**src/rtl/dac_sched_pkg.sv**
```systemverilog
`default_nettype none
// ============================================================================
// Module   : dac_sched_pkg
// Brief    : Shared constants, FSM state type and WRU word builder for the
//            DAC update scheduler.
// Revision : 1.0 - initial release
// ============================================================================
package dac_sched_pkg;

    localparam logic [3:0]  DAC_CMD_WRU = 4'h3;
    localparam logic [3:0]  DAC_CMD_NOP = 4'hF;
    localparam logic [15:0] ZERO_CODE   = 16'h8000;
    localparam int unsigned NUM_CH      = 4;

    typedef enum logic [2:0] {
        IDLE       = 3'd0,
        LOAD       = 3'd1,
        FIRE       = 3'd2,
        WAIT_START = 3'd3,
        WAIT_DONE  = 3'd4
    } sched_state_t;

    // Write-and-update-register command word for one channel code.
    function automatic logic [31:0] build_wru_word(input logic [15:0] code);
        return {8'h00, DAC_CMD_WRU, 4'h0, code};
    endfunction

endpackage
`default_nettype wire

```
**src/rtl/dac_refresh_timer.sv**
```systemverilog
`default_nettype none
// ============================================================================
// Module   : dac_refresh_timer
// Brief    : Free-running refresh interval counter with a sticky request flag.
// Revision : 1.0 - initial release
// ============================================================================
module dac_refresh_timer #(
    parameter int unsigned REFRESH_CYCLES = 49152
) (
    input  logic clk,
    input  logic rst,
    input  logic en,
    input  logic restart,
    input  logic clr,
    output logic refresh_pend
);

    localparam int unsigned   CW     = (REFRESH_CYCLES > 1) ? $clog2(REFRESH_CYCLES) : 1;
    localparam logic [CW-1:0] C_LAST = CW'(REFRESH_CYCLES - 1);

    logic [CW-1:0] r_cnt_q;
    logic [CW-1:0] w_cnt_d;
    logic          r_pend_q;
    logic          w_pend_d;
    logic          w_wrap;

    always_comb begin
        w_wrap   = en && !restart && (r_cnt_q == C_LAST);
        w_cnt_d  = r_cnt_q + 1'b1;
        if (restart || !en || w_wrap) begin
            w_cnt_d = '0;
        end
        w_pend_d = r_pend_q;
        if (clr) begin
            w_pend_d = 1'b0;
        end
        if (w_wrap) begin
            w_pend_d = 1'b1;
        end
    end

    always_ff @(posedge clk) begin
        if (rst) begin
            r_cnt_q  <= '0;
            r_pend_q <= 1'b0;
        end else begin
            r_cnt_q  <= w_cnt_d;
            r_pend_q <= w_pend_d;
        end
    end

    assign refresh_pend = r_pend_q;

endmodule
`default_nettype wire

```
**src/rtl/dac_update_scheduler.sv**
```systemverilog
`default_nettype none
// ============================================================================
// Module   : dac_update_scheduler
// Brief    : Double-buffered 4-channel DAC setpoints; arbitrates safe-state,
//            commit and refresh updates into the SPI serializer.
// Revision : 1.0 - initial release
// ============================================================================
module dac_update_scheduler #(
    parameter int unsigned REFRESH_CYCLES = 49152,
    parameter int unsigned BUSY_TIMEOUT   = 1024,
    parameter logic [15:0] ZERO_CODE      = dac_sched_pkg::ZERO_CODE
) (
    input  logic        sysclk,
    input  logic        reset,
    input  logic        host_wen,
    input  logic [1:0]  host_chan,
    input  logic [15:0] host_code,
    input  logic        host_commit,
    input  logic        wdog_expired,
    input  logic        refresh_en,
    input  logic        err_clr,
    input  logic        dac_busy,
    output logic        dac_wen,
    output logic [1:0]  dac_waddr,
    output logic [31:0] dac_wdata,
    output logic        dac_trig,
    output logic        safe_active,
    output logic        overrun,
    output logic        timeout_err,
    output logic [63:0] code_rd
);

    import dac_sched_pkg::*;

    localparam int unsigned   TW          = (BUSY_TIMEOUT > 1) ? $clog2(BUSY_TIMEOUT) : 1;
    localparam logic [TW-1:0] C_WAIT_LAST = TW'(BUSY_TIMEOUT - 1);

    logic [3:0][15:0] r_staging_q, w_staging_d;
    logic [3:0][15:0] r_active_q,  w_active_d;
    logic [3:0][15:0] r_snap_q,    w_snap_d;
    sched_state_t     r_state_q,   w_state_d;
    logic [1:0]       r_ch_q,      w_ch_d;
    logic [TW-1:0]    r_wait_q,    w_wait_d;
    logic             r_commit_pend_q, w_commit_pend_d;
    logic             r_safe_pend_q,   w_safe_pend_d;
    logic             r_safe_active_q, w_safe_active_d;
    logic             r_wdog_q;
    logic             r_overrun_q,     w_overrun_d;
    logic             r_timeout_q,     w_timeout_d;
    logic             r_wen_q,         w_wen_d;
    logic [1:0]       r_waddr_q,       w_waddr_d;
    logic [31:0]      r_wdata_q,       w_wdata_d;
    logic             r_trig_q,        w_trig_d;
    logic             w_wdog_rise;
    logic             w_start;
    logic             w_emit;
    logic             w_refresh_pend;
    logic [15:0]      w_eff_code;

    dac_refresh_timer #(
        .REFRESH_CYCLES (REFRESH_CYCLES)
    ) u_refresh_timer (
        .clk          (sysclk),
        .rst          (reset),
        .en           (refresh_en),
        .restart      (w_start),
        .clr          (w_start),
        .refresh_pend (w_refresh_pend)
    );

    always_comb begin
        w_wdog_rise = wdog_expired & ~r_wdog_q;

        w_staging_d = r_staging_q;
        if (host_wen) begin
            w_staging_d[host_chan] = host_code;
        end
        w_active_d = r_active_q;
        if (host_commit) begin
            w_active_d = w_staging_d;
        end

        w_safe_active_d = r_safe_active_q;
        if (w_wdog_rise) begin
            w_safe_active_d = 1'b1;
        end else if (host_commit && !wdog_expired) begin
            w_safe_active_d = 1'b0;
        end

        // Every transaction sends the full state, so the safe > commit > refresh
        // priority collapses to "any request starts one and clears them all".
        // Same-cycle events are already folded into that transaction.
        w_start = (r_state_q == IDLE) &&
                  (r_safe_pend_q || w_wdog_rise || r_commit_pend_q ||
                   host_commit || w_refresh_pend);

        w_safe_pend_d   = w_start ? 1'b0 : (r_safe_pend_q | w_wdog_rise);
        w_commit_pend_d = w_start ? 1'b0 : (r_commit_pend_q | host_commit);
        w_snap_d        = w_start ? w_active_d : r_snap_q;

        w_overrun_d = r_overrun_q;
        if (err_clr) begin
            w_overrun_d = 1'b0;
        end
        if (host_commit && r_commit_pend_q) begin
            w_overrun_d = 1'b1;
        end

        w_timeout_d = r_timeout_q;
        if (err_clr) begin
            w_timeout_d = 1'b0;
        end

        w_state_d = r_state_q;
        w_ch_d    = r_ch_q;
        w_wait_d  = r_wait_q;
        w_trig_d  = 1'b0;
        w_emit    = 1'b0;

        case (r_state_q)
            IDLE: begin
                if (w_start) begin
                    w_state_d = LOAD;
                    w_ch_d    = 2'd0;
                    w_emit    = 1'b1;
                end
            end
            LOAD: begin
                if (r_ch_q == 2'd3) begin
                    w_state_d = FIRE;
                    w_trig_d  = 1'b1;
                end else begin
                    w_ch_d = r_ch_q + 2'd1;
                    w_emit = 1'b1;
                end
            end
            FIRE: begin
                w_state_d = WAIT_START;
                w_wait_d  = '0;
            end
            WAIT_START: begin
                if (dac_busy) begin
                    w_state_d = WAIT_DONE;
                    w_wait_d  = '0;
                end else if (r_wait_q == C_WAIT_LAST) begin
                    w_state_d   = IDLE;
                    w_timeout_d = 1'b1;
                end else begin
                    w_wait_d = r_wait_q + 1'b1;
                end
            end
            WAIT_DONE: begin
                if (!dac_busy) begin
                    w_state_d = IDLE;
                end else if (r_wait_q == C_WAIT_LAST) begin
                    w_state_d   = IDLE;
                    w_timeout_d = 1'b1;
                end else begin
                    w_wait_d = r_wait_q + 1'b1;
                end
            end
            default: begin
                w_state_d = IDLE;
            end
        endcase

        // Safe state is sampled per word so a mid-sequence watchdog still lands.
        w_eff_code = w_safe_active_d ? ZERO_CODE : w_snap_d[w_ch_d];
        w_wen_d    = w_emit;
        w_waddr_d  = w_emit ? w_ch_d : 2'd0;
        w_wdata_d  = w_emit ? build_wru_word(w_eff_code) : 32'h0;
    end

    always_ff @(posedge sysclk) begin
        if (reset) begin
            r_staging_q     <= {NUM_CH{ZERO_CODE}};
            r_active_q      <= {NUM_CH{ZERO_CODE}};
            r_snap_q        <= {NUM_CH{ZERO_CODE}};
            r_state_q       <= IDLE;
            r_ch_q          <= 2'd0;
            r_wait_q        <= '0;
            r_commit_pend_q <= 1'b0;
            r_safe_pend_q   <= 1'b0;
            r_safe_active_q <= 1'b0;
            r_wdog_q        <= 1'b0;
            r_overrun_q     <= 1'b0;
            r_timeout_q     <= 1'b0;
            r_wen_q         <= 1'b0;
            r_waddr_q       <= 2'd0;
            r_wdata_q       <= 32'h0;
            r_trig_q        <= 1'b0;
        end else begin
            r_staging_q     <= w_staging_d;
            r_active_q      <= w_active_d;
            r_snap_q        <= w_snap_d;
            r_state_q       <= w_state_d;
            r_ch_q          <= w_ch_d;
            r_wait_q        <= w_wait_d;
            r_commit_pend_q <= w_commit_pend_d;
            r_safe_pend_q   <= w_safe_pend_d;
            r_safe_active_q <= w_safe_active_d;
            r_wdog_q        <= wdog_expired;
            r_overrun_q     <= w_overrun_d;
            r_timeout_q     <= w_timeout_d;
            r_wen_q         <= w_wen_d;
            r_waddr_q       <= w_waddr_d;
            r_wdata_q       <= w_wdata_d;
            r_trig_q        <= w_trig_d;
        end
    end

    assign dac_wen     = r_wen_q;
    assign dac_waddr   = r_waddr_q;
    assign dac_wdata   = r_wdata_q;
    assign dac_trig    = r_trig_q;
    assign safe_active = r_safe_active_q;
    assign overrun     = r_overrun_q;
    assign timeout_err = r_timeout_q;
    assign code_rd     = r_active_q;

endmodule
`default_nettype wire

```
**config.mk**
```make
export PLATFORM = sky130hd
export DESIGN_NAME = dac_update_scheduler
export DESIGN_NICKNAME = d
export VERILOG_FILES = /design/src/rtl/dac_sched_pkg.sv /design/src/rtl/dac_refresh_timer.sv /design/src/rtl/dac_update_scheduler.sv
export SDC_FILE = /design/constraint.sdc
export NUM_CORES = 1
export LEC_CHECK = 0
export ABC_CLOCK_PERIOD_IN_PS = 2400
export CAP_MARGIN = 5
export CORE_ASPECT_RATIO = 1.25
export CORE_MARGIN = 3
export CORE_UTILIZATION = 24
export DETAILED_ROUTE_END_ITERATION = 10
export PLACE_DENSITY = 0.52
export SLEW_MARGIN = 20
export SYNTH_ARGS = -nofsm -noshare
export SYNTH_HDL_FRONTEND = slang
export SYNTH_SLANG_ARGS = --single-unit
```
**constraint.sdc**
```tcl
create_clock -name sysclk -period 2.4 [get_ports sysclk]
set_input_delay 0.48 -clock sysclk [delete_from_list [all_inputs] [get_ports sysclk]]
set_output_delay 0.48 -clock sysclk [all_outputs]
set_load 0.03 [all_outputs]
```
==> metrics.yaml <==
status:
  status: "completed"
min_path:
  hold_end: "r_ch_q[1]"
  hold_path_depth: 2
  hp-class: "in -> reg"
  hold_path_startpoint: "reset"
worst_setup_path:
  crit_start: "code_rd[16]"
  crit_path_end_kind: "primary output"
  critical_path.top_delay_family: "buffers and inverters"
  crit_arrival_ps: 1710
  worstPathRequired_ps: 1920
  r2r_setup_slack_ps: 320
  path_max_fanout: 2
  cp_cell_sequence: "clkdlybuf4s50_1"
  criticalPathCategory: "reg -> out"
  startpoint_type: "flip-flop"
  critical-path-slowest-cell: "clkdlybuf4s50_1"
  r2r-start: "u_refresh_timer.refresh_pend"
  cp_num_buf_inv: 1
  reg2reg_depth: 6
  cp_slowest_stage_delay_ps: 720
  rr_endpoint: "dac_wdata[13]"
clock_network:
  cts.clk_slew.worst_paths_ps: 60
  cts_hold_buffers: 0
  cts_resized: 0
  cts_tree: "done"
  clock_path_buffers: 3
  clock_latency_ps: 550
  clock-sinks: 250
  postCtsSetupBuffers: 0
  cts_made_buffers: 28
  cts_root_buf: "clkbuf_16"
  cts_max_level: 1
job:
  maxCapViolCount: 0
drt:
  wirelength_um: 30100
  drt_iter0_drc: 480
  drc: 0
  first_pass_iters: 5
  viasPerCell: 4.49
  wl_met1_um: 14100
  wl_met2_um: 14200
  vias: 8212
  antenna_left: 0
  routedWlPerCell_um: 16.5
  dr_wl_met3_um: 980
  top_layer_used: "met4"
floorplan:
  num_rows: 82
  num_io_pins: 129
  die-area_um2: 43900
  die_w_um: 188
  initial_core_util: 0.245
  fp.coreArea_um2: 40500
  fp.dieH_um: 234
sta:
  rsz0062_at_grt: "false"
  fin_crit_ps: 2190
  finalMaxSlewViolations: 0
  hold_viol_final: 0
  slew_headroom: 0.457
  fmax_ghz: 0.456
  holdWs_ps: 241
  worst_pin_slew_ps: 810
  setup_viol: 0
  finClkSkew_ps: 20.1
  fin_crit_sh: 0.913
power_and_ir_drop:
  ir_drop_uv: 546
  p_leak_uw: 0.00496
  power.density_nw_per_um2: 952
  p_total_uw: 12300
synthesis:
  synthFlopType: "dfxtp_1"
  avgSynthCellArea_um2: 8.70
  synth_enable_flop_cells: 0
  synthArstFlopShare: 0
  ys_seq_elements: 250
  ys_seq_area_frac: 0.503
  synth.distinct_cells: 55
  netlist_area_um2: 9950
  syn_inst: 1144
  ys_warn_count: 0
grt:
  grt_max_degree: 138
  grt_overflow: 0
  antenna_found_initial: 0
  grt_first_pass_wirelength_um: 46100
  grt.total_usage: 0.134
  first_global_vias: 7855
cells_and_area:
  final_nets: 1290
  num-fill-cells: 4257
  fin_util: 0.318
  final_layout_size_suffix_gt1_frac: 0.0950
  antenna_cells: 0
  syn_to_final_growth_pct: 29.7
placed_design:
  io_buffers: 114
  dpl.hpwl_um: 21000
  gp_routability_congestion: 0.767
final cells by class:
type	instances	area [um^2]	area share
flip-flops and latches	250	5000	0.388
multi-input cells	797	4510	0.350
repair buffers	174	1770	0.137
clock buffers	41	830	0.0643
well taps	546	683	0.0529
clock inverters	11	68.8	0.00533
inverters	11	41.3	0.00320
per-layer routing:
metal / global-route usage / vias to the layer above
met4: 0.0401 / 0
met5: 0 / -
met2: 0.229 / 162
met3: 0.0173 / 43
met1: 0.176 / 3906
li1: - / 4101
worst max-delay path by stage:
| stage | endpoint | depth (start not counted) |
|---|---|---|
| after global routing | code_rd[16] | 1 |
| after CTS | code_rd[16] | 1 |
| final | code_rd[16] | 1 |
| after floorplan | dac_wdata[10] | 8 |
| after detailed placement | u_refresh_timer.r_cnt_q[3] | 8 |
| after global placement | u_refresh_timer.r_cnt_q[5] | 8 |
power by group:
part | switching, uW | leakage, uW | internal [uW]
clock network | 1720 | 0.000451 | 2390
logic | 1980 | 0.00247 | 1290
registers | 315 | 0.00204 | 4590
total | 4010 | 0.00496 | 8270
placed cells by master (no fill, tap or decap), drive strengths merged, types with 12 or more instances in the layout:
cell | netlist | routed
o21a | 32 | 32
nor3 | 12 | 12
conb | 1 | 14
a211oi | 46 | 46
buf | 59 | 62
o32ai | 15 | 15
nor2b | 49 | 49
clkdlybuf4s50 | 0 | 112
mux2i | 63 | 63
dfxtp | 250 | 250
clkbuf | 40 | 41
nor2 | 184 | 184
nand2 | 141 | 141
xnor2 | 15 | 15
a21oi | 128 | 128
synthesized netlist by cell type, types with 2 or more instances:
cell / instances / area (um^2)
and3_1: 4 / 25.0
inv_1: 11 / 41.3
xnor2_1: 15 / 131
o21ai_0: 6 / 30.0
nor2_1: 184 / 691
buf_2: 25 / 125
o211ai_1: 2 / 15.0
nor4_1: 8 / 50.1
mux2i_1: 63 / 631
nor3b_1: 3 / 22.5
nor3_1: 11 / 55.1
nand3_1: 10 / 50.1
o21bai_1: 2 / 15.0
a21boi_0: 3 / 22.5
dfxtp_1: 250 / 5000
nand2b_1: 7 / 43.8
xor2_1: 6 / 52.6
o21a_1: 32 / 240
or2_2: 3 / 18.8
nand4_1: 7 / 43.8
buf_4: 18 / 135
ha_1: 2 / 25.0
nand2_1: 140 / 526
a21oi_1: 128 / 641
nor2b_1: 49 / 307
buf_1: 15 / 56.3
nand3b_1: 5 / 37.5
or3_1: 4 / 25.0
clkbuf_1: 40 / 150
o32ai_1: 15 / 131
a31oi_1: 3 / 18.8
o31ai_1: 2 / 15.0
a211oi_1: 46 / 345
a21o_1: 2 / 15.0
a22oi_1: 3 / 22.5
logic make-up (layout without fill, tap and decap cells):
kind of cell	Yosys count	in the layout	synth area share
muxes	63	63	0.0634
AOI/OAI and AO/OA	252	252	0.159
and+or+nand+nor	445	445	0.201
adders and majority gates	2	2	0.00252
buffers and inverters	110	237	0.0522
DFF	250	250	0.503
other	1	14	0.000377
xor gates and xnor gates	21	21	0.0185
state kept, by name (all words and copies together) (netlist names):
signal                        cells
r_state_q                         3
r_commit_pend_q                   1
dac_waddr                         2
safe_active                       1
code_rd                          64
r_ch_q                            2
r_wdog_q                          1
u_refresh_timer.refresh_pend      1
u_refresh_timer.r_cnt_q          16
overrun                           1
dac_trig                          1
r_staging_q                      64
dac_wdata                        17
r_snap_q                         64
r_safe_pend_q                     1
timeout_err                       1
r_wait_q                         10
stage by stage:
| stage | setup TNS [ps] | cell area, um^2 | instances | setup WS [ps] |
|---|---|---|---|---|
| final | 0 | 12900 | 1830 | 208 |
| after CTS | 0 | 12900 | 1830 | 186 |
| after global routing | 0 | 12900 | 1830 | 169 |
| after global placement | -2510 | 12000 | 1778 | -114 |
| after floorplan | 0 | 10000 | 1157 | 335 |
| after detailed placement | -2850 | 12000 | 1778 | -136 |
No activity file was read; power rests on OpenSTA's default activity.
